## config.mk

```make
export PLATFORM = sky130hd
export DESIGN_NAME = ram_access_arbiter
export DESIGN_NICKNAME = d
export VERILOG_FILES = /design/src/rtl/ram_access_arbiter.sv
export SDC_FILE = /design/constraint.sdc
export NUM_CORES = 1
export LEC_CHECK = 0
export ABC_AREA = 1
export CORE_UTILIZATION = 36
export CTS_CLUSTER_DIAMETER = 200
export CTS_CLUSTER_SIZE = 8
export DETAILED_ROUTE_END_ITERATION = 6
export PLACE_DENSITY = 0.77
export SYNTH_ARGS = -nofsm -noshare
export SYNTH_HDL_FRONTEND = slang
export SYNTH_SLANG_ARGS = --single-unit
```

## constraint.sdc

```tcl
create_clock -name clk -period 2.5 [get_ports clk]
set_input_delay 0.5 -clock clk [delete_from_list [all_inputs] [get_ports clk]]
set_output_delay 0.5 -clock clk [all_outputs]
set_load 0.01 [all_outputs]
```

## src/rtl/ram_access_arbiter.sv

```systemverilog
// Single-port record RAM arbiter: ring-buffered writer, non-destructive
// host reader and a FIFO drain sequencer share one RAM port.
`timescale 1ns/1ps
module ram_access_arbiter #(
  parameter int ADDR_W     = 7,
  parameter int DATA_W     = 25,
  parameter int DEPTH      = 128,
  parameter int STARVE_LIM = 4
) (
  input  logic              clk,
  input  logic              rst,
  input  logic              wr_req,
  input  logic [DATA_W-1:0] wr_data,
  output logic              wr_gnt,
  input  logic              rd_req,
  input  logic [ADDR_W-1:0] rd_add,
  output logic              rd_gnt,
  output logic              rd_valid,
  output logic [DATA_W-1:0] rd_data,
  input  logic              drain_start,
  output logic              drain_busy,
  output logic              drain_valid,
  input  logic              drain_ready,
  output logic [DATA_W-1:0] drain_data,
  output logic              ram_en,
  output logic              ram_we,
  output logic [ADDR_W-1:0] ram_add,
  output logic [DATA_W-1:0] ram_wdata,
  input  logic [DATA_W-1:0] ram_rdata,
  output logic [ADDR_W:0]   count,
  output logic              full,
  output logic              empty,
  output logic              overflow
);

  localparam int SC_W = (STARVE_LIM < 1) ? 1 : $clog2(STARVE_LIM + 1);
  localparam logic [SC_W-1:0]   STARVE_CAP = SC_W'(STARVE_LIM);
  localparam logic [SC_W-1:0]   SC_ONE     = SC_W'(1);
  localparam logic [ADDR_W-1:0] PTR_LAST   = ADDR_W'(DEPTH - 1);
  localparam logic [ADDR_W-1:0] PTR_ONE    = ADDR_W'(1);
  localparam logic [ADDR_W:0]   CNT_DEPTH  = (ADDR_W + 1)'(DEPTH);
  localparam logic [ADDR_W:0]   CNT_ONE    = (ADDR_W + 1)'(1);

  typedef enum logic [1:0] {IDLE, RD, WAIT, HOLD} drain_state_t;

  drain_state_t      state;
  logic [ADDR_W-1:0] wr_ptr;
  logic [ADDR_W-1:0] dr_ptr;
  logic [SC_W-1:0]   starve_cnt;
  logic              wr_elig;
  logic              dr_elig;
  logic              hr_elig;
  logic              rd_any;
  logic              starve_hit;
  logic              g_wr;
  logic              g_dr;
  logic              g_hr;

  assign full    = (count == CNT_DEPTH);
  assign empty   = (count == '0);
  assign wr_gnt  = g_wr;
  assign rd_gnt  = g_hr;
  assign rd_data = rd_valid ? ram_rdata : '0;

  // Grant arbitration: write > drain read > host read, with a read forced
  // through once the writer has won STARVE_LIM times in a row.
  always_comb begin
    wr_elig    = !rst && wr_req && !full;
    dr_elig    = !rst && (state == RD) && !empty;
    hr_elig    = !rst && rd_req;
    rd_any     = dr_elig || hr_elig;
    starve_hit = (starve_cnt == STARVE_CAP) && rd_any;
    g_wr       = wr_elig && !starve_hit;
    g_dr       = !g_wr && dr_elig;
    g_hr       = !g_wr && !g_dr && hr_elig;
  end

  // RAM command issued in the same cycle as the winning grant.
  always_comb begin
    ram_en    = g_wr || g_dr || g_hr;
    ram_we    = g_wr;
    ram_add   = '0;
    ram_wdata = '0;
    if (g_wr) begin
      ram_add   = wr_ptr;
      ram_wdata = wr_data;
    end else if (g_dr) begin
      ram_add = dr_ptr;
    end else if (g_hr) begin
      ram_add = rd_add;
    end
  end

  // Ring pointers, occupancy, starvation counter, sticky overflow, read valid.
  always_ff @(posedge clk) begin
    if (rst) begin
      wr_ptr     <= '0;
      dr_ptr     <= '0;
      count      <= '0;
      starve_cnt <= '0;
      overflow   <= 1'b0;
      rd_valid   <= 1'b0;
    end else begin
      if (g_wr) wr_ptr <= (wr_ptr == PTR_LAST) ? '0 : wr_ptr + PTR_ONE;
      if (g_dr) dr_ptr <= (dr_ptr == PTR_LAST) ? '0 : dr_ptr + PTR_ONE;
      if (g_wr)      count <= count + CNT_ONE;
      else if (g_dr) count <= count - CNT_ONE;
      starve_cnt <= (g_wr && rd_any) ? starve_cnt + SC_ONE : '0;
      if (wr_req && full) overflow <= 1'b1;
      rd_valid <= g_hr;
    end
  end

  // Drain sequencer: fetch one record, present it, wait for ready, repeat
  // until the buffer is empty.
  always_ff @(posedge clk) begin
    if (rst) begin
      state       <= IDLE;
      drain_busy  <= 1'b0;
      drain_valid <= 1'b0;
      drain_data  <= '0;
    end else begin
      case (state)
        IDLE: begin
          if (drain_start && !empty) begin
            state      <= RD;
            drain_busy <= 1'b1;
          end
        end
        RD: begin
          if (g_dr) begin
            state <= WAIT;
          end else if (empty) begin
            state      <= IDLE;
            drain_busy <= 1'b0;
          end
        end
        WAIT: begin
          drain_data  <= ram_rdata;
          drain_valid <= 1'b1;
          state       <= HOLD;
        end
        HOLD: begin
          if (drain_ready) begin
            drain_valid <= 1'b0;
            if (!empty) begin
              state <= RD;
            end else begin
              state      <= IDLE;
              drain_busy <= 1'b0;
            end
          end
        end
        default: begin
          state       <= IDLE;
          drain_busy  <= 1'b0;
          drain_valid <= 1'b0;
        end
      endcase
    end
  end

endmodule

```

==> results.md, run 1 <==
- IO Pins: approximately 160
- First-pass GRT wire length: between 10,000 and 15,000 um
- Leakage: 2.624 nW
- Port bufs: 162
- Largest fanout on the critical path: 7
- Syn Area/Cell: ~6.6 um2
- VDD IR max: 331.1 uV
- Hold crit path type: register to register
- Post-Route WL: 9318 um
- Vias: 3,554
- Clk_lat worst skew: 0.31 ns
- Fin Clk Skew: 0.01328 ns
- RR Startpoint: count[0]$_SDFFE_PP0P_
- N_diodes: 0
- Total gr overflow: 0
- Post-Synthesis Cells: 473
- Synthesized cell area: 0.003109 mm2
- Async SR Flop Fraction: 0%
- Nets@finish: about 740
- Layout area overhead: 67.16%
- Worst setup path class: register to output port
- CTS tree: done
- Clock Tree Buf Depth: 2
- Share of layout cells above drive strength 1: 14.11%
- Clock slew at reported path FFs: 0.09 ns
- Status: complete, no violations
- CP Data Arrival Time: 1.90 ns
- Count of different cell masters after synthesis: 35
- Flop-to-flop setup slack: about 0.17 ns
- Inst Count DP: roughly 760
- Root Buffer: clkbuf_8
- Post-route DRC violation count: 0
- Routability cong.: 0.8682
- WHS: 0.4528 ns
- Slew margin rel.: 69.23%
- Dpl hpwl: approximately 7000 um
- Nature of the critical path startpoint: register
- Final period utilization: a little over nine tenths
- CTS sink count: 56
- Yosys warning total: 0
- ANT nets after route: 0
- RSZ-0062 raised after global routing: true
- Initial antenna violation count: 0
- Vias in the first global route: 3,399
- Slew Viols, Final: 0
- WL/cell: 12.09 um
- H-tree depth reported by CTS: 2
- Initial core utilization: a little under two fifths
- Cts bufs inserted: 5
- Hold path endpoint: starve_cnt[0]$_SDFF_PP0_
- Die Span Y: 94.94 um
- Fin cells: between 700 and 800
- Die width: 94.94 um
- Critical path endpoint category: output port
- Hold Path Origin: starve_cnt[0]$_SDFF_PP0_
- Final setup vio count: 0
- Final WS setup: 0.09729 ns
- Rows: 33
- Starting DRT DRC Count: 72
- Final hold viol count: 0
- DP Worst Slack: -0.5608 ns
- Yosys reg bits: 56
- Pre-antenna DRT Iters: 4
- Hold Path Depth: 1
- Gr usage total: 20.88%
- RR Endpoint: count[7]$_SDFFE_PP0P_
- Cells on worst reg2reg path: 15
- Sequential area share after synthesis: 36.06%
- Vias/cell: 4.610
- Pwr per Cell Area: 655.4 mW/mm2
- Syn nets: 547
- Top_reg_cell synth: dfxtp_1
- Worst Path Required: 2.00 ns
- Total power: 3.406 mW
- Core outline area: 0.008299 mm2
- Pin count of the biggest net entering global routing: 39
- Worst-margin pin slew: 0.4609 ns
- Achievable Freq: 0.4162 GHz
- EDFF count, synth: 0
- Period minus WS final: 2.403 ns
- Max-Cap Viols: 0
- DIE AREA: 0.009013 mm2
## cells by family after synthesis
family | Yosys count | share of synthesized area [%]
simple gates | 220 | 30.06
buf+inv | 100 | 12.96
compound gates | 74 | 12.88
flops | 56 | 36.06
xor+xnor | 12 | 3.380
fa+ha+maj | 11 | 4.668
## flip-flops by register name, summed over array words and instances (netlist names), named ones only
signal,flops
overflow,1
drain_valid,1
drain_data,25
state,1
drain_busy,1
wr_ptr,7
count,8
rd_valid,1
dr_ptr,7
starve_cnt,3
## stage by stage
step | util (%) | instance area (um2) | TNS, ns
floorplan | - | 3109 | 0
finish | 62.63 | 5197 | 0
detailed placement | 60.74 | 5041 | -17.86
global placement | 60.74 | 5041 | -15.22
global route | 62.63 | 5197 | -0.03738
CTS | 62.01 | 5146 | 0
## cells in the mapped netlist, types with 4 or more instances
master | number | area [um2]
o21ai_1 | 7 | 35.03
xnor2_1 | 6 | 52.55
nand3_1 | 17 | 85.08
inv_1 | 76 | 285.3
dfxtp_1 | 56 | 1121
nor2_1 | 101 | 379.1
o21ai_0 | 33 | 165.2
inv_2 | 5 | 18.77
nand2_1 | 82 | 307.8
a21oi_1 | 26 | 130.1
clkbuf_1 | 11 | 41.29
nand2_4 | 4 | 45.04
xor2_1 | 6 | 52.55
ha_1 | 10 | 125.1
## power by group
group | internal, mW | switching, mW | total [mW] | leakage [nW]
Clock | 0.201 | 0.284 | 0.485 | 0.0424
Sequential | 1.04 | 0.102 | 1.14 | 0.457
Combinational | 0.911 | 0.867 | 1.78 | 2.12
Total | 2.15 | 1.25 | 3.41 | 2.62
## repair_timing
item	in CTS	in global routing
setup endpoints to repair	41	21
cloned	0	0
pin swaps	6	8
setup buffers	4	1
gates resized for setup	59	34
hold buffers	0	0
## how the worst max path moves through the flow
| stage | slack (ns) | from | endpoint | cells past startpoint |
|---|---|---|---|---|
| after detailed placement | -0.56 | rst | ram_add[0] | 13 |
| after CTS | 0.006 | count[5]$_SDFFE_PP0P_ | ram_add[5] | 14 |
| after floorplan | 0.03 | count[0]$_SDFFE_PP0P_ | count[6]$_SDFFE_PP0P_ | 15 |
| final | 0.1 | count[0]$_SDFFE_PP0P_ | ram_add[4] | 14 |
| after global routing | -0.01 | count[0]$_SDFFE_PP0P_ | count[6]$_SDFFE_PP0P_ | 15 |
| after global placement | -0.46 | rst | ram_add[0] | 13 |
## cell usage in the layout (no fill, tap or decap), types with 2 or more instances in the layout
master	instances
ha_1	9
xor2_1	6
nor2_1	96
nor3_1	2
nand2_1	78
buf_4	38
o21ai_0	32
and3_1	2
a21oi_2	3
inv_4	3
buf_2	2
nand3_1	16
nand4_1	3
o21ai_1	8
nand2_4	6
a21oi_1	23
o211ai_1	2
inv_2	3
nand2_2	3
clkbuf_1	2
dfxtp_1	50
xnor2_1	6
clkbuf_8	5
clkbuf_2	5
buf_6	3
dfxtp_2	6
a31oi_1	2
nor2_4	4
nor2_2	5
clkdlybuf4s50_1	123
dlygate4sd2_1	31
inv_1	75
## worst max-delay path: stages, from the launching register on
cell and delay [ns]:
dfxtp_1 0.33, nor2_2 0.15, nand2_4 0.09, o21ai_4 0.18, nand2_4 0.07, nand2_4 0.09, nand2_8 0.08, nand2_4 0.08
inv_4 0.04, nand2_4 0.06, inv_4 0.05, buf_4 0.13, nand2_2 0.05, nand3_1 0.06, buf_2 0.14
## routing by layer
layer / track usage, % / wire length (um)
met4: 6.313 / 151
met3: 7.005 / 878
met2: 39.45 / 4570
met1: 21.53 / 3717
met5: 0 / 0
## layout make-up
type | count | area, um2
multi-input cells | 317 | 1654
clock buffers | 7 | 76.32
fillers | 756 | 3102
flip-flops and latches | 56 | 1129
clock inverters | 1 | 8.758
well taps | 105 | 131.4
repair buffers | 204 | 1887
inverters | 81 | 311.5
Note: power is estimated with default switching activity, not from simulation.
==> inputs of run 2 (changes only) <==
--- a/config.mk
+++ b/config.mk
@@ -6,11 +6,11 @@
 export NUM_CORES = 1
 export LEC_CHECK = 0
 export ABC_AREA = 1
-export CORE_UTILIZATION = 36
+export CORE_UTILIZATION = 40
 export CTS_CLUSTER_DIAMETER = 200
 export CTS_CLUSTER_SIZE = 8
 export DETAILED_ROUTE_END_ITERATION = 6
-export PLACE_DENSITY = 0.77
+export DONT_BUFFER_PORTS = 1
 export SYNTH_ARGS = -nofsm -noshare
 export SYNTH_HDL_FRONTEND = slang
 export SYNTH_SLANG_ARGS = --single-unit
==> results.md, run 2 (synthesized netlist as in run 1, its figures left out) <==
- Status: complete, no violations
- VDD IR max: 433.8 uV (+31%)
- Fin cells: 586 (-24%)
- Flop-to-flop setup slack: 0.15 ns (-0.02 ns)
- Cts bufs inserted: 5 (unchanged)
- Initial core utilization: 42.19% (+4.7 points)
- Gr usage total: 18.16% (-2.7 points)
- Critical path endpoint category: output port
- Leakage: 1.837 nW (-30%)
- Hold Path Depth: 1 (unchanged)
- Hold crit path type: input pin to register
- Crit path top cell by count: nor2_4
- Worst Path Required: 2.00 ns (about the same)
- Hold Path Origin: rst
- Crit-path cells: nor2_4 -> nand2_2 -> buf_4 -> nor2_4 -> nor2_4 -> nand2_8 -> buf_12 -> nand2_4 -> inv_2 -> nand2_2 -> inv_4 -> nand2_1 -> nand3b_1
- IO Pins: 163 (unchanged)
- Die width: 90.17 um (-5.0%)
- Clock slew at reported path FFs: 0.10 ns (about the same)
- Commonest non-fill, non-tap cell in the layout: nor2_1
- Initial antenna violation count: 0 (unchanged)
- Clk_lat worst skew: 0.32 ns (about the same)
- Delay-heaviest family, CP: simple AND/OR/NAND/NOR gates
- Most frequent cells in the layout: nor2_1, nand2_1, inv_1
- WL/cell: 12.73 um (+5.3%)
- CTS tree: done
- Final setup vio count: 0 (unchanged)
- Total gr overflow: 0 (unchanged)
- CP Launch Point: count[3]$_SDFFE_PP0P_
- Slowest stage delay, CP: 0.35 ns (+0.02 ns)
- N_diodes: 0 (unchanged)
- Worst setup path class: register to output port
- Total power: 2.876 mW (-16%)
- Inst Count DP: 571 (-25%)
- Routability cong.: 0.8461 (-2.5%)
- DIE AREA: 0.008130 mm2 (-9.8%)
- Vias: 2,881 (-19%)
- Nature of the critical path startpoint: register
- Max-Cap Viols: 0 (unchanged)
- Slew margin rel.: 41.90% (-27 points)
- Rows: 31 (-6.1%)
- Nets@finish: 560 (-24%)
- Largest fanout on the critical path: 8 (+1)
- Pin count of the biggest net entering global routing: 39 (unchanged)
- Slew Viols, Final: 0 (unchanged)
- Dpl hpwl: 5367 um (-24%)
- Post-Route WL: 7457 um (-20%)
- Max FFs per register: 25 (unchanged)
- Final period utilization: 94.81% (-1.3 points)
- Cells on worst reg2reg path: 14 (-1)
- Pre-antenna DRT Iters: 4 (unchanged)
- ANT nets after route: 0 (unchanged)
- CP Depth: 13 (-1)
- Pwr per Cell Area: 809.1 mW/mm2 (+23%)
- CP Data Arrival Time: 1.87 ns (-0.03 ns)
- Share of layout cells above drive strength 1: 15.40% (+1.3 points)
- Worst Path Buf+Inv: 4 (unchanged)
- RR Startpoint: count[6]$_SDFFE_PP0P_
- Top flop regs: drain_data (25), count (8)
- Starting DRT DRC Count: 107 (+49%)
- CP max-delay cell: dfxtp_2
- Final hold viol count: 0 (unchanged)
- Layout area overhead: 14.33%
- Fin Clk Skew: 0.01360 ns (+0.0003218 ns)
- Achievable Freq: 0.4219 GHz (+1.4%)
- Period minus WS final: 2.370 ns (-0.03241 ns)
- CTS sink count: 56 (unchanged)
- Post-route DRC violation count: 0 (unchanged)
- Hold path endpoint: dr_ptr[5]$_SDFFE_PP0P_
- Vias in the first global route: 2,649 (-22%)
- Fill count: 757 (+0.13%)
- Root Buffer: clkbuf_8
- H-tree depth reported by CTS: 2 (unchanged)
- Vias/cell: 4.916 (+6.7%)
- Port bufs: 0 (-100%)
- Hold_buf cts: 0 (unchanged)
- First-pass GRT wire length: 12,210 um (-18%)
- Clock Tree Buf Depth: 2 (unchanged)
- Core outline area: 0.007370 mm2 (-11%)
- Largest Register: drain_data
- RR Endpoint: count[7]$_SDFFE_PP0P_
- Die Span Y: 90.17 um (-5.0%)
- Worst-margin pin slew: 0.8703 ns (+0.4094 ns)
-- run 2: area by class of cell --
type                       instances  area (um2)  area share, %
timing repair buffer              24       205.2          5.773
multi-input combinational        318        1692          47.59
clock inverter                     3       22.52         0.6336
clock buffer                       5       68.82          1.936
inverter                          81       309.0          8.694
tap                               99       123.9          3.485
sequential                        56        1134          31.89
-- run 2: worst max-delay path by stage --
stage / end / slack [ns]
after global placement: count[7]$_SDFFE_PP0P_ / 0.13
after global routing: count[7]$_SDFFE_PP0P_ / -0.004
after CTS: ram_add[0] / 0.02
after detailed placement: count[6]$_SDFFE_PP0P_ / 0.09
after floorplan: count[6]$_SDFFE_PP0P_ / 0.03
final: ram_add[0] / 0.13
-- run 2: repair_timing --
| action | CTS | global route |
|---|---|---|
| gates cloned | 1 | 0 |
| setup endpoints to repair | 8 | 10 |
| gates resized for setup | 13 | 24 |
| buffers inserted | 3 | 3 |
| hold endpoints to repair | 0 | 0 |
| pin swaps | 5 | 14 |
-- run 2: where the power goes --
group / total (mW) / leakage, nW / internal (mW) / switching, mW
clock network: 0.518 / 0.0485 / 0.202 / 0.316
registers: 1.22 / 0.459 / 1.05 / 0.178
logic: 1.13 / 1.33 / 0.454 / 0.680
-- run 2: per-layer routing --
layer  part of all wire [%]  GRT usage, %  routed length, um
met1                     45         22.11               3321
met2                     49         31.62               3620
met3                    5.9         4.484                439
met4                    1.0         5.108                 76
met5                      0             0                  0
-- run 2: stage by stage --
step / util (%) / setup slack, ns / TNS (ns) / cell area (um2) / hold WS [ns]
6_report: 48.23 / 0.1297 / 0 / 3555 / 0.2356
5_1_grt: 48.23 / -0.004134 / -0.004134 / 3555 / 0.2191
4_1_cts: 46.86 / 0.01716 / 0 / 3453 / 0.2252
3_5_place_dp: 44.36 / 0.08886 / 0 / 3269 / 0.4553
3_3_place_gp: 44.36 / 0.1329 / 0 / 3269 / 0.4331
2_1_floorplan: - / 0.02815 / 0 / 3109 / 0.4173
